File: src/rtl/rst_seq_pkg.sv
// Shared types and helpers for the reset sequencer: FSM states, reset-cause
// codes and an elaboration-time clog2.
package rst_seq_pkg;

  typedef enum logic [1:0] {
    ST_HOLD    = 2'd0,
    ST_STRETCH = 2'd1,
    ST_RELEASE = 2'd2,
    ST_RUN     = 2'd3
  } state_e;

  localparam logic [1:0] CAUSE_EXT  = 2'b01;
  localparam logic [1:0] CAUSE_SOFT = 2'b10;

  function automatic int clog2(input int v);
    int r;
    r = 0;
    for (int i = 0; i < 31; i++) begin
      if ((1 << i) < v) r = i + 1;
    end
    return r;
  endfunction

endpackage

File: src/rtl/rst_sync_2ff.sv
// Two-flop release synchronizer: asserts asynchronously, releases two clk
// edges after rst_n rises.
module rst_sync_2ff (
  input  logic clk,
  input  logic rst_n,
  output logic sync_out
);

  logic [1:0] sync_q, sync_d;

  always_comb begin
    sync_d = {sync_q[0], 1'b1};
  end

  always_ff @(posedge clk or negedge rst_n) begin
    if (!rst_n) sync_q <= 2'b00;
    else        sync_q <= sync_d;
  end

  assign sync_out = sync_q[1];

endmodule

File: src/rtl/rst_sequencer.sv
// Reset sequencer: stretches a synchronized release, then drops NUM_STAGES
// active-high resets in order with a fixed gap; accepts soft resets in RUN.
module rst_sequencer
  import rst_seq_pkg::*;
#(
  parameter int NUM_STAGES  = 3,
  parameter int HOLD_CYCLES = 16,
  parameter int STAGE_GAP   = 4,
  parameter int CNT_W       = 8
) (
  input  logic                  clk,
  input  logic                  reset,
  input  logic                  sw_rst_req,
  output logic [NUM_STAGES-1:0] rst_out,
  output logic                  ready,
  output logic [1:0]            rst_cause,
  output logic [CNT_W-1:0]      soft_rst_count
);

  localparam int CMAX   = (HOLD_CYCLES > STAGE_GAP) ? HOLD_CYCLES : STAGE_GAP;
  localparam int CW_RAW = clog2(CMAX);
  localparam int CW     = (CW_RAW < 1) ? 1 : CW_RAW;
  localparam int SW     = clog2(NUM_STAGES + 1);

  localparam logic [CW-1:0] HOLD_LAST = CW'(HOLD_CYCLES - 1);
  localparam logic [CW-1:0] GAP_LAST  = CW'(STAGE_GAP - 1);
  localparam logic [SW-1:0] STAGE_N   = SW'(NUM_STAGES);

  logic sync_rel;

  state_e                state_q, state_d;
  logic [CW-1:0]         cnt_q, cnt_d;
  logic [SW-1:0]         stage_q, stage_d;
  logic [NUM_STAGES-1:0] rst_out_q, rst_out_d;
  logic                  ready_q, ready_d;
  logic [1:0]            cause_q, cause_d;
  logic [CNT_W-1:0]      count_q, count_d;

  rst_sync_2ff u_sync (
    .clk      (clk),
    .rst_n    (reset),
    .sync_out (sync_rel)
  );

  always_comb begin
    state_d   = state_q;
    cnt_d     = cnt_q;
    stage_d   = stage_q;
    rst_out_d = rst_out_q;
    ready_d   = ready_q;
    cause_d   = cause_q;
    count_d   = count_q;

    case (state_q)
      ST_HOLD: begin
        rst_out_d = '1;
        ready_d   = 1'b0;
        if (sync_rel) begin
          state_d = ST_STRETCH;
          cnt_d   = '0;
        end
      end

      ST_STRETCH: begin
        if (cnt_q == HOLD_LAST) begin
          state_d      = ST_RELEASE;
          rst_out_d[0] = 1'b0;
          stage_d      = SW'(1);
          cnt_d        = '0;
        end else begin
          cnt_d = cnt_q + CW'(1);
        end
      end

      ST_RELEASE: begin
        // One extra edge after the last stage drops before ready rises.
        if (stage_q == STAGE_N) begin
          state_d = ST_RUN;
          ready_d = 1'b1;
        end else if (cnt_q == GAP_LAST) begin
          for (int i = 0; i < NUM_STAGES; i++) begin
            if (stage_q == SW'(i)) rst_out_d[i] = 1'b0;
          end
          stage_d = stage_q + SW'(1);
          cnt_d   = '0;
        end else begin
          cnt_d = cnt_q + CW'(1);
        end
      end

      ST_RUN: begin
        if (sw_rst_req) begin
          state_d   = ST_STRETCH;
          cnt_d     = '0;
          rst_out_d = '1;
          ready_d   = 1'b0;
          cause_d   = CAUSE_SOFT;
          count_d   = (&count_q) ? count_q : count_q + CNT_W'(1);
        end
      end

      default: state_d = ST_HOLD;
    endcase
  end

  always_ff @(posedge clk or negedge reset) begin
    if (!reset) begin
      state_q   <= ST_HOLD;
      cnt_q     <= '0;
      stage_q   <= '0;
      rst_out_q <= '1;
      ready_q   <= 1'b0;
      cause_q   <= CAUSE_EXT;
      count_q   <= '0;
    end else begin
      state_q   <= state_d;
      cnt_q     <= cnt_d;
      stage_q   <= stage_d;
      rst_out_q <= rst_out_d;
      ready_q   <= ready_d;
      cause_q   <= cause_d;
      count_q   <= count_d;
    end
  end

  assign rst_out        = rst_out_q;
  assign ready          = ready_q;
  assign rst_cause      = cause_q;
  assign soft_rst_count = count_q;

endmodule

File: config.mk
export PLATFORM = sky130hd
export DESIGN_NAME = rst_sequencer
export DESIGN_NICKNAME = d
export VERILOG_FILES = /design/src/rtl/rst_seq_pkg.sv /design/src/rtl/rst_sync_2ff.sv /design/src/rtl/rst_sequencer.sv
export SDC_FILE = /design/constraint.sdc
export NUM_CORES = 1
export LEC_CHECK = 0
export CORE_MARGIN = 2
export CORE_UTILIZATION = 49
export DETAILED_ROUTE_END_ITERATION = 10
export PLACE_DENSITY = 0.8
export REMOVE_ABC_BUFFERS = 1
export SLEW_MARGIN = 20
export SYNTH_ARGS = -nofsm -noshare
export SYNTH_HDL_FRONTEND = slang
export SYNTH_SLANG_ARGS = --single-unit
File: constraint.sdc
create_clock -name clk -period 1.55 [get_ports clk]
set_input_delay 0.31 -clock clk [delete_from_list [all_inputs] [get_ports clk]]
set_output_delay 0.31 -clock clk [all_outputs]
set_load 0.02 [all_outputs]
==> results of run 1 <==
power by group:
group | switching (mW) | internal, mW
sequential | 0.144 | 0.786
combinational | 0.985 | 1.01
clock | 0.198 | 0.261
total | 1.33 | 2.06
critical path, cell delays in order (launching register included):
cell      delay (ps)
dfrtp_1          390
ha_2             250
nand2b_4          90
o31ai_4          410
a21oi_1          110
a311o_1          290
flip-flops by register name (all words and copies together), names as in the netlist:
signal          flops
soft_rst_count      8
cnt_q               4
rst_out             3
rst_cause           2
stage_q             2
state_q             2
u_sync.sync_q       2
ready               1
layout make-up:
cell class	count	area [sq um]	area share
multi-input cells	93	812.0	0.4160
flip-flops and latches	24	606.8	0.3109
repair buffers	50	409.1	0.2096
well taps	31	38.79	0.01987
inverters	8	32.53	0.01667
clock inverters	1	30.03	0.01538
clock buffers	3	22.52	0.01154
final timing paths:
path | from | slack [ps] | end
setup reg to reg | cnt_q[0]$_DFFE_PN0P_ | -80 | stage_q[1]$_DFFE_PN0P_
hold reg to reg | u_sync.sync_q[0]$_DFF_PN0_ | 360 | u_sync.sync_q[1]$_DFF_PN0_
min in group clk | u_sync.sync_q[0]$_DFF_PN0_ | 360 | u_sync.sync_q[1]$_DFF_PN0_
setup / recovery | cnt_q[0]$_DFFE_PN0P_ | -80 | stage_q[1]$_DFFE_PN0P_
hold / removal | reset | 320 | stage_q[0]$_DFFE_PN0P_
max in group asynchronous | reset | 940 | rst_cause[0]$_DFFE_PN1P_
stage by stage:
stage | instances | util | power (mW)
after CTS | 206 | 0.6967 | 3.231
after global placement | 197 | 0.6394 | 2.451
after detailed placement | 197 | 0.6394 | 2.534
final | 210 | 0.7202 | 3.389
after floorplan | 125 | - | 1.794
after global routing | 210 | 0.7202 | 3.617
synthesized netlist by cell type, drive strengths merged, types with 3 or more instances:
cell type / count
dfstp: 4
inv: 8
nor2b: 4
mux2: 3
buf: 3
nand3: 4
nand2b: 4
nor2: 11
a21o: 3
dfrtp: 20
nor3: 3
ha: 11
o21ai: 5
nand2: 11
a21oi: 7
metal layers:
| layer | up-vias | track usage |
|---|---|---|
| met1 | 555 | 0.2418 |
| met3 | 6 | 0.02765 |
| li1 | 552 | - |
| met4 | 0 | 0.1030 |
| met2 | 20 | 0.3678 |
| met5 | - | 0 |
cells by family after synthesis:
logic type      synth area share
simple gates              0.2033
compound gates            0.1668
flops                     0.4412
fa+ha+maj                 0.1003
buf+inv                  0.04102
mux                      0.03190
xor+xnor                 0.01276
other cells             0.002732
repair_timing:
action | 4_1_cts | 5_1_grt
pin swaps | 10 | 6
setup buffers | 5 | 4
setup endpoints to repair | 26 | 18
endpoints found under the hold margin | 0 | 0
gates resized for setup | 37 | 10
==> results.toml, run 1 <==
[pwr]
ir_drop_mv = 1.320
p_leak_nw = 0.8994
p_per_area_nw_per_um2 = 1736

[yosys]
synthCells = 128
yosys.cell_types.count = 44
dominantRegCellSynth = "dfrtp_1"
seq_area_frac_synth = 0.4412
synth.area.top_cells = "dfrtp_1 36%, ha_1 10%, dfstp_2 7.7%"
avgSynthCellArea_sq_um = 10.72
yosysTopAreaCellShare = 0.3646
ys_ff_latch = 24
yosysTopAreaCell = "dfrtp_1"
ys_warn_count = 0
synth_edf_count = 0
async_flop_share = 1.000
netlist_area_sq_um = 1373

[cells_and_area]
layout_common_cells = "32 x buf_4, 19 x dfrtp_1, 11 x nand2_1, 11 x dlygate4sd2_1, 10 x nor2_1"
mostFrequentLayoutCell = "buf_4"
nNetsFinal = 194
fillers = 210
syn_to_final_growth_pct = 42.21
n_antenna_cell = 0
drive_gt1_frac = 0.4134
finalInstanceArea_sq_um = 1952

[clocking]
cts_tree = "built"
cts_made_buffers = 3
clockBufferDepth = 2
clock-root-buffer = "clkbuf_4"
cts_hold_buf = 0
clk_pin_slew_ps = 150
htreeDepth = 1
cts.sinks = 24
clk_latency_ps = 320

[die]
num_rows = 19
die_area_sq_um = 3240
dieWidth_microns = 56.93
die_h_microns = 56.93
coreArea_sq_um = 2710
start_util = 0.5065
num_io_pins = 17

[routing]
wl_per_cell_microns = 14.55
drt-total-wl_microns = 3055
dr.pass1.iters = 4
route.met3.wl_microns = 81
drc = 0
ant_nets = 0
vias = 1133
first_iter_violations = 32
wl_met1_microns = 1258
avgViaCountPerCell = 5.395
met2RoutedLength_microns = 1653
highest_layer = "met4"

[setup_path]
arrival_ps = 1850
worstPathRequired_ps = 1770
r2r_cells = 5
worstSetupPathType = "register to register"
critPathLaunchType = "register"
end_kind = "register"
cp_max_fo = 8

[status]
outcome = "finished with violations"
violations = "negative setup slack"

[global_route]
grt_usage = 0.2066
grt_max_degree = 25
grt_pass1_wl_microns = 5188
grt_antenna_before_repair = 0
grt_pass1_vias = 1213
grt_overflow = 0

[sta]
fin_skew_ps = 12.30
min_period_over_period = 1.051
hold_ws_ps = 322.5
worst_slack_ps = -79.73
fmax_mhz = 613.6
final-hold-violation-count = 0
setup_viol = 8
layout_min_cycle_time_ps = 1630
rsz0062_at_grt = "true"
report.final.slew_viol_count = 0
tns_ps = -372.0

[place]
place_congestion = 0.8123
pre_cts_ws_ps = -220.5
dpl-instance-area_sq_um = 1733
io_buffers = 16
place_hpwl_microns = 2075

[worst_hold_path]
hold_path.class = "input port to async pin"

[flow_run]
maxCapViolCount = 0
No activity file was read; power rests on OpenSTA's default activity.
==> run 2: changes to the inputs <==
Settings changed: RECOVER_POWER set to 100.
==> run 2 against run 1 <==
Effect of this change: the flow still finishes with violations (negative setup slack); power decreased by 0.24%; sequential cell count unchanged; sequential share of layout area increased by 0.10 points; final cell count unchanged; design area decreased by 0.32%; count of clock-buffer cells in the layout unchanged; sequential power about the same; combinational power about the same.
==> results.toml, run 2 (synthesis results as in run 1) <==
[pwr]
p_clk_frac = 0.136
power_mw = 3.381
internal_power_mw = 2.053
ir_drop_mv = 1.319
p_per_area_nw_per_um2 = 1738
p_leak_nw = 0.8955
p_switching_mw = 1.328
seq_power_share = 0.275
swShare = 0.3929
pwr-share-comb = 0.589

[setup_path]
end_kind = "register"
crit_chain = "ha_2 -> nand2b_4 -> o31ai_4 -> a21oi_1 -> a311o_1"
cp_slowest_cell = "o31ai_4"
cp_max_fo = 8
slowest_delay_ps = 410
worstPathRequired_ps = 1770
worstSetupPathType = "register to register"
arrival_ps = 1850
critPathLaunchType = "register"

[sta]
report.final.slew_viol_count = 0
relSlewSlack = 0.6011
tns_ps = -371.0
min_period_over_period = 1.052
worst_slack_ps = -81.30
hold_ws_ps = 362.7
final-hold-violation-count = 0
fin_skew_ps = 11.14
setup_viol = 8
layout_min_cycle_time_ps = 1631
fmax_mhz = 613.0
rsz0062_at_grt = "true"
tightest_slew_ps = 598.3

[routing]
wl_per_cell_microns = 14.60
first_iter_violations = 35
drc = 0
drt-total-wl_microns = 3065
vias = 1143
dr.pass1.iters = 4
ant_nets = 0
avgViaCountPerCell = 5.443

[global_route]
grt_antenna_before_repair = 0
grt_pass1_vias = 1213
grt_usage = 0.2066
grt_max_degree = 25
use_met2 = 0.3678
met3_usage = 0.02765
grt_pass1_wl_microns = 5188
met1_usage = 0.2418
grt_overflow = 0
busiest_layer = "met2"

[clocking]
clock-root-buffer = "clkbuf_4"
cts_tree = "built"
clockBufferDepth = 2
htreeDepth = 1
clk_latency_ps = 320
cts.sinks = 24
cts_made_buffers = 3
clk_pin_slew_ps = 140

[cells_and_area]
finalInstanceArea_sq_um = 1946
drive_gt1_frac = 0.4078
nNetsFinal = 194
largest_reg_flops = 8
layout_common_cells = "28 x buf_4, 19 x dfrtp_1, 11 x nand2_1, 11 x dlygate4sd2_1, 10 x nor2_1"
mostFrequentLayoutCell = "buf_4"
syn_to_final_growth_pct = 41.75
n_antenna_cell = 0

[place]
place_congestion = 0.8123
io_buffers = 16
dpl-instance-area_sq_um = 1733
place_hpwl_microns = 2075
pre_cts_ws_ps = -220.5

[worst_hold_path]
hold_path.class = "register to register"

[die]
die_area_sq_um = 3240
start_util = 0.5065
dieWidth_microns = 56.93
coreArea_sq_um = 2710
num_rows = 19
die_h_microns = 56.93
num_io_pins = 17

[status]
violations = "negative setup slack"
outcome = "finished with violations"

[flow_run]
maxCapViolCount = 0
==> run 2: cell types whose count changed in the layout (fill, tap and decap cells not counted) <==
cell / delta
dlygate4sd3_1: +1
clkbuf_4: +2
buf_4: -4
clkbuf_1: +1
clkdlybuf4s50_1: -1
clkbuf_2: +1
==> run 2: critical path: cells and delay by family, from the launching register on <==
family	cells	cell delay [ps]
AOI/OAI and AO/OA	3	810
DFF	1	390
adders and majority gates	1	250
and+or+nand+nor	1	90
==> run 2: routing by layer <==
| metal | vias up | wire (microns) |
|---|---|---|
| met1 | 559 | 1257 |
| li1 | 552 | - |
| met3 | 8 | 88 |
| met4 | 0 | 78 |
| met2 | 24 | 1641 |
| met5 | - | 0 |
==> run 2: path summary, 6_finish.rpt <==
check                      cells after the start                        from                    endpoint  slack (ps)
max in group asynchronous                      2                       reset      state_q[0]$_DFFE_PN0P_         620
max reg2reg                                    5        cnt_q[0]$_DFFE_PN0P_      stage_q[1]$_DFFE_PN0P_         -80
min reg2reg                                    0  u_sync.sync_q[0]$_DFF_PN0_  u_sync.sync_q[1]$_DFF_PN0_         360
min                                            0  u_sync.sync_q[0]$_DFF_PN0_  u_sync.sync_q[1]$_DFF_PN0_         360
min in group asynchronous                      2                       reset      stage_q[0]$_DFFE_PN0P_         500
max                                            5        cnt_q[0]$_DFFE_PN0P_      stage_q[1]$_DFFE_PN0P_         -80
==> run 2: layout make-up <==
| type | instances | area [sq um] |
|---|---|---|
| timing repair buffer | 50 | 402.9 |
| multi-input combinational | 93 | 812.0 |
| tap | 31 | 38.79 |
| inverter | 8 | 32.53 |
| clock buffer | 3 | 22.52 |
| fill | 212 | 764.5 |
| sequential | 24 | 606.8 |
| clock inverter | 1 | 30.03 |
==> run 2: timing repair <==
action / 4_1_cts / 5_1_grt
endpoints found under the setup margin: 26 / 18
hold buffers: 0 / 0
pin swaps: 10 / 6
gates resized for setup: 37 / 10
buffers inserted: 5 / 4
==> run 2: power groups by stage <==
stage	Combinational, mW	Clock, mW	Sequential [mW]
final	1.99	0.460	0.931
after CTS	1.83	0.474	0.928
after global routing	2.16	0.489	0.954
after detailed placement	1.61	0	0.923
after floorplan	0.771	0	1.02
after global placement	1.54	0	0.915
==> run 2: metrics by stage <==
stage	utilization	cells
global route	0.7179	210
floorplan	-	125
finish	0.7179	210
detailed placement	0.6394	197
global placement	0.6394	197
CTS	0.6967	206
==> run 3: changes to the inputs <==
Settings changed: SETUP_SLACK_MARGIN set to 0.15.
==> run 3 against run 2 <==
Effect of this change: fmax fell by 1.7%; sequential share of layout area fell by 1.9 points; die area did not move; clock skew rose by 2.4 ps; non-clock buffer count rose by 5; the flow still finishes with violations (negative setup slack); setup slack got worse by 28 ps; final cell count rose by 2.4%; sequential power rose by 2.4%; critical endpoint unchanged; first-iteration DRC count rose by 11%; via count rose by 4.8%; critical path depth rose by 1; highest routed layer unchanged.
==> results.toml, run 3 (synthesis results as in run 1) <==
[status]
outcome = "finished with violations"
violations = "negative setup slack"

[global_route]
grt_pass1_wl_microns = 5492
grt_pass1_vias = 1228
grt_overflow = 0
grt_max_degree = 25
grt_usage = 0.2191
grt_antenna_before_repair = 0

[setup_path]
slowest_delay_ps = 450
crit_chain = "buf_6 -> ha_4 -> nand4b_1 -> o31ai_4 -> a21oi_1 -> a311o_1"
worstSetupEndpoint = "stage_q[1]$_DFFE_PN0P_"
arrival_ps = 1890
r2r-start = "state_q[1]$_DFFE_PN0P_"
worstSetupPathType = "register to register"
cp_max_fo = 8
critPathLaunchType = "register"
crit_start = "state_q[1]$_DFFE_PN0P_"
r2r-end = "stage_q[1]$_DFFE_PN0P_"
end_kind = "register"
worstPathRequired_ps = 1780
r2r_cells = 6
rrSetupSlack_ps = -110
cp_slowest_cell = "dfrtp_1"

[pwr]
ir_drop_mv = 1.412
p_per_area_nw_per_um2 = 1774
p_leak_nw = 0.9151

[die]
coreArea_sq_um = 2710
num_rows = 19
die_area_sq_um = 3240
num_io_pins = 17
die_h_microns = 56.93
start_util = 0.5065
dieWidth_microns = 56.93

[routing]
ant_nets = 0
vias = 1198
dr.pass1.iters = 4
first_iter_violations = 39
wl_per_cell_microns = 17.20
drt-total-wl_microns = 3697
drc = 0
avgViaCountPerCell = 5.572

[clocking]
cts_tree = "built"
cts.sinks = 24
cts_hold_buf = 0
htreeDepth = 1
clk_pin_slew_ps = 150
cts_made_buffers = 3
clock-root-buffer = "clkbuf_4"
clk_latency_ps = 330
clockBufferDepth = 2

[cells_and_area]
syn_to_final_growth_pct = 51.23
fillers = 176
drive_gt1_frac = 0.5489
largest_reg_flops = 8
n_antenna_cell = 0
nNetsFinal = 199
mostFrequentLayoutCell = "buf_4"
layout_common_cells = "30 x buf_4, 18 x dfrtp_1, 9 x nand2_1, 9 x buf_6, 8 x nor2_1"
finalInstanceArea_sq_um = 2076

[sta]
worst_slack_ps = -109.1
report.final.slew_viol_count = 0
fmax_mhz = 602.7
min_period_over_period = 1.070
final-hold-violation-count = 0
tightest_slew_ps = 605.6
hold_ws_ps = 364.4
rsz0062_at_grt = "true"
tns_ps = -513.2
layout_min_cycle_time_ps = 1659
relSlewSlack = 0.5962
setup_viol = 7
fin_skew_ps = 13.54

[worst_hold_path]
hold_path.class = "register to register"
hold-path-cell-count = 0

[place]
place_congestion = 0.8123
dpl-instance-area_sq_um = 1733
io_buffers = 16
place_hpwl_microns = 2075

[flow_run]
maxCapViolCount = 0
==> run 3: worst min path at each step <==
stage,to,slack [ps],startpoint
after floorplan,cnt_q[0]$_DFFE_PN0P_,10,reset
after global placement,u_sync.sync_q[1]$_DFF_PN0_,340,u_sync.sync_q[0]$_DFF_PN0_
after detailed placement,u_sync.sync_q[1]$_DFF_PN0_,340,u_sync.sync_q[0]$_DFF_PN0_
after CTS,stage_q[0]$_DFFE_PN0P_,320,reset
after global routing,u_sync.sync_q[1]$_DFF_PN0_,370,u_sync.sync_q[0]$_DFF_PN0_
final,u_sync.sync_q[1]$_DFF_PN0_,360,u_sync.sync_q[0]$_DFF_PN0_
==> run 3: repair_timing <==
item                                    4_1_cts  5_1_grt
pin swaps                                    16       17
buffers inserted                              6        8
endpoints found under the setup margin       32       28
resized for setup                            68       33
==> run 3: through the flow <==
stage | setup slack (ps) | total power, mW | instances | utilization
floorplan | -55.67 | 1.794 | 125 | -
global placement | -193.5 | 2.451 | 197 | 0.6394
detailed placement | -220.5 | 2.534 | 197 | 0.6394
CTS | -64.38 | 3.367 | 207 | 0.7138
global route | -196.9 | 3.916 | 215 | 0.7659
finish | -109.1 | 3.683 | 215 | 0.7659
==> run 3: layer usage <==
layer | global-route usage | part of all wire
met1 | 0.2552 | 0.37
met2 | 0.3941 | 0.57
met3 | 0.02995 | 0.029
met4 | 0.1030 | 0.031
met5 | 0 | 0
==> run 3: final cells by class <==
cell class / instances / area, sq um / area share
sequential: 24 / 608.1 / 0.2929
clock inverter: 1 / 30.03 / 0.01447
tap: 31 / 38.79 / 0.01869
clock buffer: 3 / 22.52 / 0.01085
inverter: 8 / 32.53 / 0.01567
multi-input combinational: 93 / 894.6 / 0.4310
timing repair buffer: 55 / 449.2 / 0.2164
==> run 3: critical path: cells and delay by family (launching register included) <==
family,cells,cell delay (ps)
flops,1,450
compound gates,3,570
buf+inv,1,140
fa+ha+maj,1,170
simple gates,1,240
==> run 3: power breakdown <==
part           total [mW]  internal (mW)  leakage (nW)  switching (mW)
logic                2.26           1.17         0.603            1.10
clock network       0.468          0.262        0.0279           0.206
registers           0.953          0.789         0.284           0.163
total                3.68           2.22         0.915            1.47
